### src/rtl/lanes_pkg.sv
// Shared definitions for the two-lane striping and unstriping stages.
// State and lane-valid encodings are common to both ends of the path.
package lanes_pkg;

  localparam int DATA_W = 32;

  typedef enum logic {
    ST_EMPTY = 1'b0,
    ST_HALF  = 1'b1
  } state_e;

  localparam logic [1:0] PAIR  = 2'b11;
  localparam logic [1:0] LONE0 = 2'b10;
  localparam logic [1:0] NONE  = 2'b00;

endpackage

### src/rtl/lane_striper.sv
// Steers consecutive valid words alternately into lane 0 and lane 1,
// flushing a lone lane-0 word when its partner is late.
module lane_striper #(
  parameter int DATA_W  = lanes_pkg::DATA_W,
  parameter int TIMEOUT = 4,
  parameter int TMR_W   = 3
) (
  input  logic              clk_2f,
  input  logic              reset_L,
  input  logic [DATA_W-1:0] data_in,
  input  logic              valid_in,
  output logic [DATA_W-1:0] lane_0,
  output logic [DATA_W-1:0] lane_1,
  output logic              valid_0,
  output logic              valid_1,
  output logic              pending
);

  import lanes_pkg::*;

  localparam bit FLUSH_EN = (TIMEOUT > 0);
  localparam int LAST_I   = FLUSH_EN ? TIMEOUT - 1 : 0;
  localparam logic [TMR_W-1:0] TMR_LAST = LAST_I[TMR_W-1:0];

  state_e            state_q, state_d;
  logic [DATA_W-1:0] hold_q, hold_d;
  logic [TMR_W-1:0]  timer_q, timer_d;
  logic [DATA_W-1:0] lane0_q, lane0_d;
  logic [DATA_W-1:0] lane1_q, lane1_d;
  logic [1:0]        vld_q, vld_d;

  always_ff @(posedge clk_2f or negedge reset_L) begin
    if (!reset_L) begin
      state_q <= ST_EMPTY;
      hold_q  <= '0;
      timer_q <= '0;
      lane0_q <= '0;
      lane1_q <= '0;
      vld_q   <= NONE;
    end else begin
      state_q <= state_d;
      hold_q  <= hold_d;
      timer_q <= timer_d;
      lane0_q <= lane0_d;
      lane1_q <= lane1_d;
      vld_q   <= vld_d;
    end
  end

  always_comb begin
    state_d = state_q;
    hold_d  = hold_q;
    timer_d = timer_q;
    lane0_d = lane0_q;
    lane1_d = lane1_q;
    vld_d   = NONE;
    unique case (state_q)
      ST_EMPTY: begin
        if (valid_in) begin
          hold_d  = data_in;
          timer_d = '0;
          state_d = ST_HALF;
        end
      end
      ST_HALF: begin
        // A partner arriving on the expiry cycle beats the flush.
        if (valid_in) begin
          lane0_d = hold_q;
          lane1_d = data_in;
          vld_d   = PAIR;
          timer_d = '0;
          state_d = ST_EMPTY;
        end else if (FLUSH_EN && timer_q == TMR_LAST) begin
          lane0_d = hold_q;
          lane1_d = '0;
          vld_d   = LONE0;
          timer_d = '0;
          state_d = ST_EMPTY;
        end else if (FLUSH_EN) begin
          timer_d = timer_q + 1'b1;
        end
      end
      default: state_d = ST_EMPTY;
    endcase
  end

  assign lane_0  = lane0_q;
  assign lane_1  = lane1_q;
  assign valid_0 = vld_q[1];
  assign valid_1 = vld_q[0];
  assign pending = (state_q == ST_HALF);

endmodule

### config.mk
export PLATFORM = sky130hd
export DESIGN_NAME = lane_striper
export DESIGN_NICKNAME = d
export VERILOG_FILES = /design/src/rtl/lanes_pkg.sv /design/src/rtl/lane_striper.sv
export SDC_FILE = /design/constraint.sdc
export NUM_CORES = 1
export LEC_CHECK = 0
export CAP_MARGIN = 20
export CORE_ASPECT_RATIO = 1.2
export CORE_UTILIZATION = 57
export CTS_BUF_LIST = sky130_fd_sc_hd__clkbuf_16
export CTS_CLUSTER_SIZE = 30
export DETAILED_ROUTE_END_ITERATION = 8
export DONT_BUFFER_PORTS = 1
export PLACE_DENSITY = 0.74
export SLEW_MARGIN = 20
export SYNTH_ARGS = -nofsm -noshare
export SYNTH_HDL_FRONTEND = slang
export SYNTH_SLANG_ARGS = --single-unit
### constraint.sdc
create_clock -name clk_2f -period 4.1 [get_ports clk_2f]
set_clock_uncertainty 0.2 [all_clocks]
set_input_delay 0.82 -clock clk_2f [delete_from_list [all_inputs] [get_ports clk_2f]]
set_output_delay 0.82 -clock clk_2f [all_outputs]
set_load 0.02 [all_outputs]
Word-level counts from Yosys, hierarchy flattened
Cells that the tools add are included.
Word-level totals
  flip-flop bits (word level): 102
  logic and storage cells: 28
  output and inout bits: 67
Operators by class
  bitwise logic cells: 1
  mux-type cells: 15
  equality and inequality tests: 2
  reductions and logical operators: 3
  add/subtract/negate cells: 1
Operator list (count)
  2-to-1 mux 32 bit: 4
  2-to-1 mux 3 bit: 3
  2-to-1 mux 2 bit: 3
  case mux 3 bit (2 select lines): 1
  AND reduction 2 bit: 2
  adder 3 x 1 -> 3 bit (second input constant): 1
  == test 3 x 2 -> 1 bit (second input constant): 1
  2-to-1 mux 1 bit: 3
  inequality test 2 bit (second input constant): 1
  case mux 1 bit (2 select lines): 1
  nonzero test 2 bit: 1
  inverter 1 bit: 1

Longest topological paths before layout
Gate-level depths: netlist of the first run.
  depth in word-level cells: 4
  mapped depth: 6
  mapped depth without buffers: 4

Worst setup path before layout of the first run
OpenSTA, ideal clock, no wires.
  path type: input port to flip-flop
  from: in valid_in
  to: reg lane0_q[14], in the netlist lane_0[14]
  library setup time: 0.125 ns
  data required time: 3.775 ns
  data arrival time: 1.598 ns
  path slack: 2.177 ns
  path buffers: 2
  cell stages on the path: 4
  cells stage by stage: o21ai_1 -> buf_4 -> buf_6 -> mux2_4
On the way
  cells in the longest elaborated chain, start to end: 2
Ends and longest elaborated chain
  start, declared: line lane_striper.sv:11  | input logic valid_in,
  nonzero test 2 bit (no line)
  AND reduction 2 bit (no line)
  end signal, assigned: line lane_striper.sv:44  | lane0_q <= lane0_d;
  end, declared: line lane_striper.sv:28  | logic [DATA_W-1:0] lane0_q, lane0_d;
Parallel ways exist; a longest one is shown, timed or not.
A chain may end at the register's enable or synchronous reset.

Final worst setup path of the first run
  from: reg state_q, in the netlist pending
  to: reg hold_q[20]
On the way
  cells in the longest elaborated chain, start to end: 2
Ends and longest elaborated chain
  start, declared: line lane_striper.sv:25  | state_e state_q, state_d;
  start signal, assigned: line lane_striper.sv:41  | state_q <= state_d;
  inverter 1 bit (no line)
  AND reduction 2 bit (no line)
  end signal, assigned: line lane_striper.sv:42  | hold_q <= hold_d;
  end, declared: line lane_striper.sv:26  | logic [DATA_W-1:0] hold_q, hold_d;
No other way between the ends.

==> flow_summary.json, run 1 <==
{
  "status": "finished clean",
  "max_cap_viol_count": 0,
  "first_pass_iters": 4,
  "vias": 1884,
  "crit_family": "simple AND/OR/NAND/NOR gates",
  "place.port_buffers": 0,
  "postRouteAntennaNets": 0,
  "die-area_sq_um": 7050,
  "tightest_slew_ps": 874,
  "grt_usage_pct": 18.9,
  "path_cells": "nand2b_2 > mux2_2",
  "htreeDepth": 3,
  "cts.sinks": 102,
  "cts_resized": 0,
  "yosysWarnings": 0,
  "postLayoutCoreUtil_pct": 64.5,
  "slowest_delay_ps": 780,
  "crit_path_max_fanout": 33,
  "grt_max_degree": 103,
  "layout_commonest_cell": "dfrtp_1",
  "chipHeight_um": 91.8,
  "fin_crit_sh_pct": 53.2,
  "rows": 32,
  "relSlewSlack_pct": 41.8,
  "cp.arrival_ps": 2190,
  "setup_tns_ps": 0,
  "rsz0062_at_grt": "no",
  "synth_cell_type_count": 20,
  "powerDensity_nw_per_um2": 736,
  "pin_count": 102,
  "coreArea_sq_um": 6450,
  "hold_buffers": 1,
  "vdd_drop_max_mv": 0.445,
  "clk_latency_ps": 330,
  "cts_tree": "done",
  "setup_violations": 0,
  "layout_common_cells": "dfrtp_1, mux2_2, a22o_1",
  "num_antenna_cells": 0,
  "yosysSeqAreaShare_pct": 66.6,
  "synth_seq_cells": 102,
  "clk_pin_slew_ps": 70,
  "crit_slowest_cell": "nand2b_2",
  "drc": 0,
  "first_global_vias": 1971,
  "final.fill_count": 441,
  "postCtsSetupRepairBufs": 0,
  "synthCells": 231,
  "routed_wl_um": 6240,
  "critPathKind": "reg2reg",
  "stdcell_area_sq_um": 4160,
  "hold_violations": 0,
  "drtIter0Drc": 84,
  "antenna_found_initial": 0,
  "dp_hpwl_um": 3910,
  "clockBufferDepth": 2,
  "final_nets": 266,
  "hold_slack_ps": 206,
  "crit_buf_inv": 0,
  "grt_pass1_wl_um": 10100,
  "cts_inserted_buffers": 9,
  "worstPathRequired_ps": 4110,
  "critPathCaptureType": "flip-flop",
  "globalRouteOverflowTotal": 0,
  "syn_nets": 267,
  "wire_per_inst_um": 19.6,
  "viasPerCell": 5.91,
  "setup.worst_path.start_class": "flip-flop",
  "fmax_mhz": 459,
  "setup_slack_ps": 1920,
  "syn_area_sq_um": 3830,
  "syn_area_per_cell_sq_um": 16.6,
  "drv_slew": 0,
  "drive_above_1_share_pct": 35.9,
  "gp_congestion": 0.682,
  "min_period_ps": 2180,
  "die_w_um": 76.8,
  "clockRootBuffer": "clkbuf_16",
  "area_delta_synth_final_pct": 8.59,
  "start_util_pct": 59.4,
  "placed_area_sq_um": 3860,
  "min_path_type": "in2async",
  "leakagePower_nw": 1.89,
  "pre_cts_slack_ps": 1870
}
[layout make-up]
type,count,area [sq um],share of cell area [%]
sequential,102,2550,61.4
multi-input combinational,111,1170,28.2
clock buffer,9,225,5.41
tap,85,106,2.56
timing repair buffer,4,50.0,1.20
clock inverter,6,46.3,1.11
inverter,2,7.51,0.180
[power breakdown]
| part | switching [W] | internal (W) | leakage [nW] | total [W] |
|---|---|---|---|---|
| Clock | 0.000358 | 0.000413 | 0.130 | 0.000771 |
| Combinational | 0.000147 | 0.000305 | 0.535 | 0.000451 |
| Sequential | 0.000520 | 0.00132 | 1.22 | 0.00184 |
[flip-flops by register name, indices dropped and copies added, names as in the netlist]
signal	cells
pending	1
lane_1	32
timer_q	3
lane_0	32
vld_q	2
hold_q	32
[logic make-up after synthesis]
group	synth area share [%]
DFF	66.6
buffers and inverters	3.14
muxes	20.5
adders and majority gates	0.327
and+or+nand+nor	1.40
AOI/OAI and AO/OA	8.03
[cell usage after synthesis (all sizes together)]
| library cell | instances | area, sq um |
|---|---|---|
| nand2b | 4 | 25.0 |
| ha | 1 | 12.5 |
| nand2 | 1 | 3.75 |
| clkbuf | 1 | 3.75 |
| inv | 2 | 7.51 |
| a22o | 32 | 280 |
| nand3b | 1 | 7.51 |
| nor2b | 1 | 6.26 |
| dfrtp | 102 | 2550 |
| nand3 | 1 | 5.00 |
| buf | 15 | 109 |
| o21ai | 2 | 10.0 |
| and2 | 1 | 6.26 |
| a21oi | 2 | 10.0 |
| mux2 | 64 | 785 |
| a211oi | 1 | 7.51 |
[through the flow]
step,total power (W),std cells
after floorplan,0.00219,231
after global placement,0.00227,303
after detailed placement,0.00230,303
after CTS,0.00310,319
after global routing,0.00320,319
final,0.00306,319
[worst paths after layout]
| path | from | end | slack, ps | depth (start not counted) |
|---|---|---|---|---|
| max | pending | hold_q[20] | 1920 | 2 |
| min reg2reg | hold_q[16] | lane_0[16] | 300 | 1 |
| min in group clk_2f | hold_q[16] | lane_0[16] | 300 | 1 |
| max reg2reg | pending | hold_q[20] | 1920 | 2 |
| min | reset_L | lane_0[19] | 210 | 1 |
| max in group asynchronous | reset_L | timer_q[2] | 3130 | 1 |
[worst register-to-register path, delay by kind of cell, from the launching register on]
family,cells,cell delay [ps]
flops,1,640
mux,1,450
simple gates,1,790
[routing by layer]
metal	vias to the layer above	wire length (um)	GRT usage [%]
met3	11	508	8.56
met4	0	119	8.49
li1	833	-	-
met2	72	2900	27.5
met5	-	0	0
met1	968	2710	24.4
Power figures use the tool's default switching activity.
==> run 2: changes to the inputs <==
--- a/config.mk
+++ b/config.mk
@@ -7,12 +7,12 @@
 export LEC_CHECK = 0
 export CAP_MARGIN = 20
 export CORE_ASPECT_RATIO = 1.2
-export CORE_UTILIZATION = 57
+export CORE_UTILIZATION = 56
 export CTS_BUF_LIST = sky130_fd_sc_hd__clkbuf_16
 export CTS_CLUSTER_SIZE = 30
 export DETAILED_ROUTE_END_ITERATION = 8
 export DONT_BUFFER_PORTS = 1
-export PLACE_DENSITY = 0.74
+export PLACE_DENSITY = 0.76
 export SLEW_MARGIN = 20
 export SYNTH_ARGS = -nofsm -noshare
 export SYNTH_HDL_FRONTEND = slang
==> constraint.sdc (replaced) <==
create_clock -name clk_2f -period 1.88 [get_ports clk_2f]
set_clock_uncertainty 0.2 [all_clocks]
set_input_delay 0.376 -clock clk_2f [delete_from_list [all_inputs] [get_ports clk_2f]]
set_output_delay 0.376 -clock clk_2f [all_outputs]
set_load 0.02 [all_outputs]
==> run 2 against run 1 <==
First-iteration DRC count increased by 31%. Fmax grew 18%. Combinational power increased by 150%. Critical path type unchanged. The flow now finishes with violations (hold timing). Die area grew 1.7%. Global-route usage increased by 2.1 points. Cell count grew 13%. Largest cell class unchanged. Sequential share of layout area down 6.0 points. Design area grew 11%.
==> flow_summary.json, run 2 (synthesized netlist as in run 1, its figures left out) <==
{
  "status": "finished, violations left",
  "violations": "hold timing",
  "globalRouteOverflowTotal": 0,
  "min_path_type": "in2async",
  "cts_tree": "done",
  "worstPathRequired_ps": 1890,
  "p_seq_share_pct": 58.1,
  "r2r_end": "lane_0[12]",
  "hold_slack_ps": -470,
  "p_switching_w": 0.00225,
  "pre_cts_slack_ps": -3.76,
  "final.fill_count": 421,
  "tightest_slew_ps": 261,
  "start_util_pct": 58.7,
  "area_delta_synth_final_pct": 20.3,
  "place.port_buffers": 0,
  "routed_wl_um": 7180,
  "gp_congestion": 0.728,
  "vias": 2079,
  "max_cap_viol_count": 0,
  "vdd_drop_max_mv": 0.934,
  "die_w_um": 77.5,
  "drive_above_1_share_pct": 33.2,
  "coreArea_sq_um": 6530,
  "dp_hpwl_um": 4280,
  "final_nets": 306,
  "num_antenna_cells": 0,
  "clk_latency_ps": 330,
  "setup.worst_path.start_class": "flip-flop",
  "drv_slew": 0,
  "grt_pass1_wl_um": 11300,
  "stdcell_area_sq_um": 4610,
  "critPathKind": "reg2reg",
  "clockBufferDepth": 2,
  "setup_violations": 0,
  "layout_common_cells": "dfrtp_1, mux2_2, dlygate4sd3_1",
  "rsz0062_at_grt": "yes",
  "fmax_mhz": 542,
  "cp.arrival_ps": 1860,
  "htreeDepth": 3,
  "min_period_ps": 1850,
  "p_comb_share_pct": 16.0,
  "wire_per_inst_um": 20.0,
  "placed_area_sq_um": 3920,
  "hold_violations": 102,
  "leakagePower_nw": 2.09,
  "clockRootBuffer": "clkbuf_16",
  "die-area_sq_um": 7180,
  "layout_commonest_cell": "dfrtp_1",
  "grt_max_degree": 103,
  "dp_cells": 307,
  "powerDensity_nw_per_um2": 1500,
  "final_cells": 359,
  "cts.sinks": 102,
  "clk_pin_slew_ps": 70,
  "p_total_w": 0.00691,
  "relSlewSlack_pct": 82.6,
  "rrSetupSlack_ps": 30,
  "setup_slack_ps": 34.0,
  "drc": 0,
  "fin_crit_sh_pct": 98.2,
  "cts_inserted_buffers": 9,
  "p_clk_share_pct": 25.8,
  "drtIter0Drc": 110,
  "critPathCaptureType": "flip-flop",
  "postRouteAntennaNets": 0,
  "p_sw_share_pct": 32.5,
  "first_global_vias": 2189,
  "rows": 32,
  "first_pass_iters": 4,
  "chipHeight_um": 92.6,
  "viasPerCell": 5.79,
  "crit_path_max_fanout": 17,
  "pin_count": 102,
  "intPower_w": 0.00466,
  "r2r_start": "timer_q[0]",
  "worstRegToRegCells": 5,
  "antenna_found_initial": 0,
  "grt_usage_pct": 21.0
}
run 2: final cells by class:
type	instances	area [sq um]	share of cell area [%]
clock buffers	9	225	4.88
clock inverters	6	65.1	1.41
inverters	2	7.51	0.163
multi-input cells	111	1180	25.6
flip-flops and latches	102	2550	55.4
well taps	85	106	2.31
repair buffers	44	475	10.3
run 2: routing by layer:
layer	vias up	global-route usage, %	routed length [um]
met1	1089	25.4	3040
met5	-	0	0
met4	0	6.60	64
met2	72	34.1	3590
li1	910	-	-
met3	8	8.77	491
run 2: how the worst max path moves through the flow:
stage / cells past startpoint / end / slack (ps) / from
final: 5 / lane_0[12] / 30 / timer_q[0]
after detailed placement: 5 / lane_0[13] / -4 / timer_q[0]
after CTS: 5 / lane_0[12] / 20 / timer_q[0]
after global placement: 5 / lane_0[12] / 30 / timer_q[0]
after floorplan: 6 / lane_0[14] / 80 / timer_q[0]
after global routing: 5 / lane_0[12] / -20 / timer_q[0]
run 2: per-stage QoR:
| step | TNS, ps | util, % |
|---|---|---|
| final | 0 | 70.6 |
| after global routing | -67.8 | 70.6 |
| after CTS | 0 | 69.6 |
| after detailed placement | -8.96 | 60.0 |
| after global placement | 0 | 60.0 |
| after floorplan | 0 | - |
run 2: critical path: stages, from the launching register on:
cell and delay [ps]:
dfrtp_1 390, ha_2 200, nor2b_1 150, o21ai_4 220
buf_12 210, mux2_2 350
run 2: what timing repair did:
item                                    4_1_cts  5_1_grt
pin swaps                                     0        1
buffers inserted                              0        1
endpoints found under the hold margin       169      103
gates cloned                                  0        2
hold buffers                                 33        1
endpoints found under the setup margin        4        7
resized for setup                             1        1
run 2: power by group through the flow:
stage          clock network (W)  logic (W)  registers (W)
2_1_floorplan                  0   0.000888        0.00388
4_1_cts                  0.00183    0.00107        0.00403
6_report                 0.00179    0.00111        0.00402
3_5_place_dp                   0    0.00100        0.00406
3_3_place_gp                   0   0.000948        0.00403
5_1_grt                  0.00191    0.00120        0.00411
==> run 3: changes to the inputs <==
--- a/config.mk
+++ b/config.mk
@@ -6,9 +6,10 @@
 export NUM_CORES = 1
 export LEC_CHECK = 0
 export CAP_MARGIN = 20
+export CELL_PAD_IN_SITES_DETAIL_PLACEMENT = 1
+export CELL_PAD_IN_SITES_GLOBAL_PLACEMENT = 1
 export CORE_ASPECT_RATIO = 1.2
-export CORE_UTILIZATION = 56
-export CTS_BUF_LIST = sky130_fd_sc_hd__clkbuf_16
+export CORE_UTILIZATION = 46
 export CTS_CLUSTER_SIZE = 30
 export DETAILED_ROUTE_END_ITERATION = 8
 export DONT_BUFFER_PORTS = 1
==> run 3 against run 2 <==
The run ends with hold timing, setup timing left. Highest routed layer unchanged. Die area grew 21%. Design area increased by 2.5%. Sequential power about the same. Clock-buffer cell count increased by 4. Routed wire length increased by 18%. Critical endpoint is now lane_0[1]. Cell count is 5.3% higher. Global-route usage fell by 1.1 points. Largest power group unchanged. Power is 1.3% lower.
==> flow_summary.json, run 3 (synthesized netlist as in run 1, its figures left out) <==
{
  "status": "finished, violations left",
  "violations": "hold timing, setup timing",
  "fin_crit_sh_pct": 103,
  "drtIter0Drc": 37,
  "routed_wl_um": 8450,
  "critPathKind": "reg2reg",
  "critPathCaptureType": "flip-flop",
  "clockRootBuffer": "clkbuf_8",
  "setup_slack_ps": -53.7,
  "coreArea_sq_um": 8110,
  "grt_usage_pct": 19.9,
  "place.port_buffers": 0,
  "min_period_ps": 1930,
  "antenna_found_initial": 0,
  "cts.sinks": 102,
  "rsz0062_at_grt": "yes",
  "hold_slack_ps": -498,
  "clk_pin_slew_ps": 90,
  "hold_buffers": 33,
  "clockBufferDepth": 2,
  "fmax_mhz": 517,
  "min_path_type": "in2async",
  "worstPathRequired_ps": 1930,
  "drive_above_1_share_pct": 36.0,
  "final.fill_count": 737,
  "num_antenna_cells": 0,
  "cp.arrival_ps": 1980,
  "first_pass_iters": 4,
  "pre_cts_slack_ps": -25.3,
  "drv_slew": 0,
  "wl_met2_um": 4510,
  "area_delta_synth_final_pct": 23.4,
  "die_w_um": 85.3,
  "p_total_w": 0.00682,
  "drc": 0,
  "cts_tree": "done",
  "postLayoutCoreUtil_pct": 58.3,
  "chipHeight_um": 102,
  "die-area_sq_um": 8700,
  "final_nets": 314,
  "leakagePower_nw": 2.16,
  "powerDensity_nw_per_um2": 1440,
  "relSlewSlack_pct": 70.4,
  "wl_met3_um": 403,
  "vdd_drop_max_mv": 0.747,
  "dp_hpwl_um": 4650,
  "first_global_vias": 2427,
  "gp_congestion": 0.651,
  "layout_common_cells": "dfrtp_1, mux2_2, dlygate4sd3_1",
  "rows": 36,
  "hold_violations": 102,
  "clk_latency_ps": 350,
  "layout_commonest_cell": "dfrtp_1",
  "vias": 2146,
  "crit_path_max_fanout": 11,
  "maxUsedRoutingLayer": "met4",
  "pin_count": 102,
  "grt_max_degree": 103,
  "htreeDepth": 3,
  "wire_per_inst_um": 22.4,
  "postRouteAntennaNets": 0,
  "start_util_pct": 47.3,
  "tightest_slew_ps": 444,
  "cts_inserted_buffers": 9,
  "setup_violations": 25,
  "max_cap_viol_count": 0,
  "grt_pass1_wl_um": 12900,
  "setup.worst_path.start_class": "flip-flop",
  "viasPerCell": 5.68,
  "globalRouteOverflowTotal": 0,
  "wl_met1_um": 3460
}
[run 3: cell types whose count changed in the layout (fill, tap and decap cells not counted), sizes merged]
cell,delta
buf,+8
bufbuf,+1
bufinv,+1
clkbuf,+4
clkinvlp,-3
dlygate4sd3,-1
inv,-1
[run 3: path summary, 6_finish.rpt]
check,slack (ps),cells after the start,from,end
min in group clk_2f,160,3,valid_in,pending
min reg2reg,310,1,hold_q[22],lane_0[22]
max reg2reg,-50,6,timer_q[1],lane_0[1]
min,-500,0,reset_L,lane_1[25]
max in group asynchronous,1810,0,reset_L,lane_0[14]
max,-50,6,timer_q[1],lane_0[1]
[run 3: power by group]
| part | internal, W | switching (W) |
|---|---|---|
| clock | 0.000858 | 0.000707 |
| combinational | 0.000841 | 0.000378 |
| sequential | 0.00287 | 0.00116 |
[run 3: per-stage QoR]
| stage | instance area [sq um] | hold WS [ps] | cells | setup TNS (ps) |
|---|---|---|---|---|
| detailed placement | 3970 | -119 | 318 | -89.7 |
| global placement | 3970 | -118 | 318 | 0 |
| global route | 4730 | -529 | 378 | -2760 |
| finish | 4730 | -498 | 378 | -792 |
| floorplan | 3830 | -120 | 231 | 0 |
| CTS | 4640 | -521 | 374 | -693 |
[run 3: repair_timing]
item | CTS | global route
resized for setup | 0 | 9
endpoints found under the setup margin | 24 | 64
gates cloned | 2 | 2
pin swaps | 0 | 17
hold endpoints to repair | 170 | 102
setup buffers | 5 | 3
[run 3: layout make-up]
| cell class | count | area [sq um] | share of cell area (%) |
|---|---|---|---|
| Clock buffer | 13 | 169 | 3.57 |
| Sequential cell | 102 | 2550 | 54.0 |
| Inverter | 2 | 7.51 | 0.159 |
| Clock inverter | 3 | 65.1 | 1.38 |
| Tap cell | 95 | 119 | 2.52 |
| Multi-Input combinational cell | 111 | 1190 | 25.2 |
| Timing Repair Buffer | 52 | 623 | 13.2 |
[run 3: metal layers]
| layer | vias up | GRT usage (%) |
|---|---|---|
| met4 | 0 | 7.05 |
| met1 | 1147 | 23.1 |
| met5 | - | 0 |
| li1 | 933 | - |
| met2 | 61 | 35.2 |
| met3 | 5 | 6.06 |
[run 3: worst max-delay path, stage by stage (launching register included)]
cell and delay [ps]:
dfrtp_1 410, ha_2 210, nor2b_4 130, o21ai_4 230, buf_12 170, buf_12 140, mux2_2 340
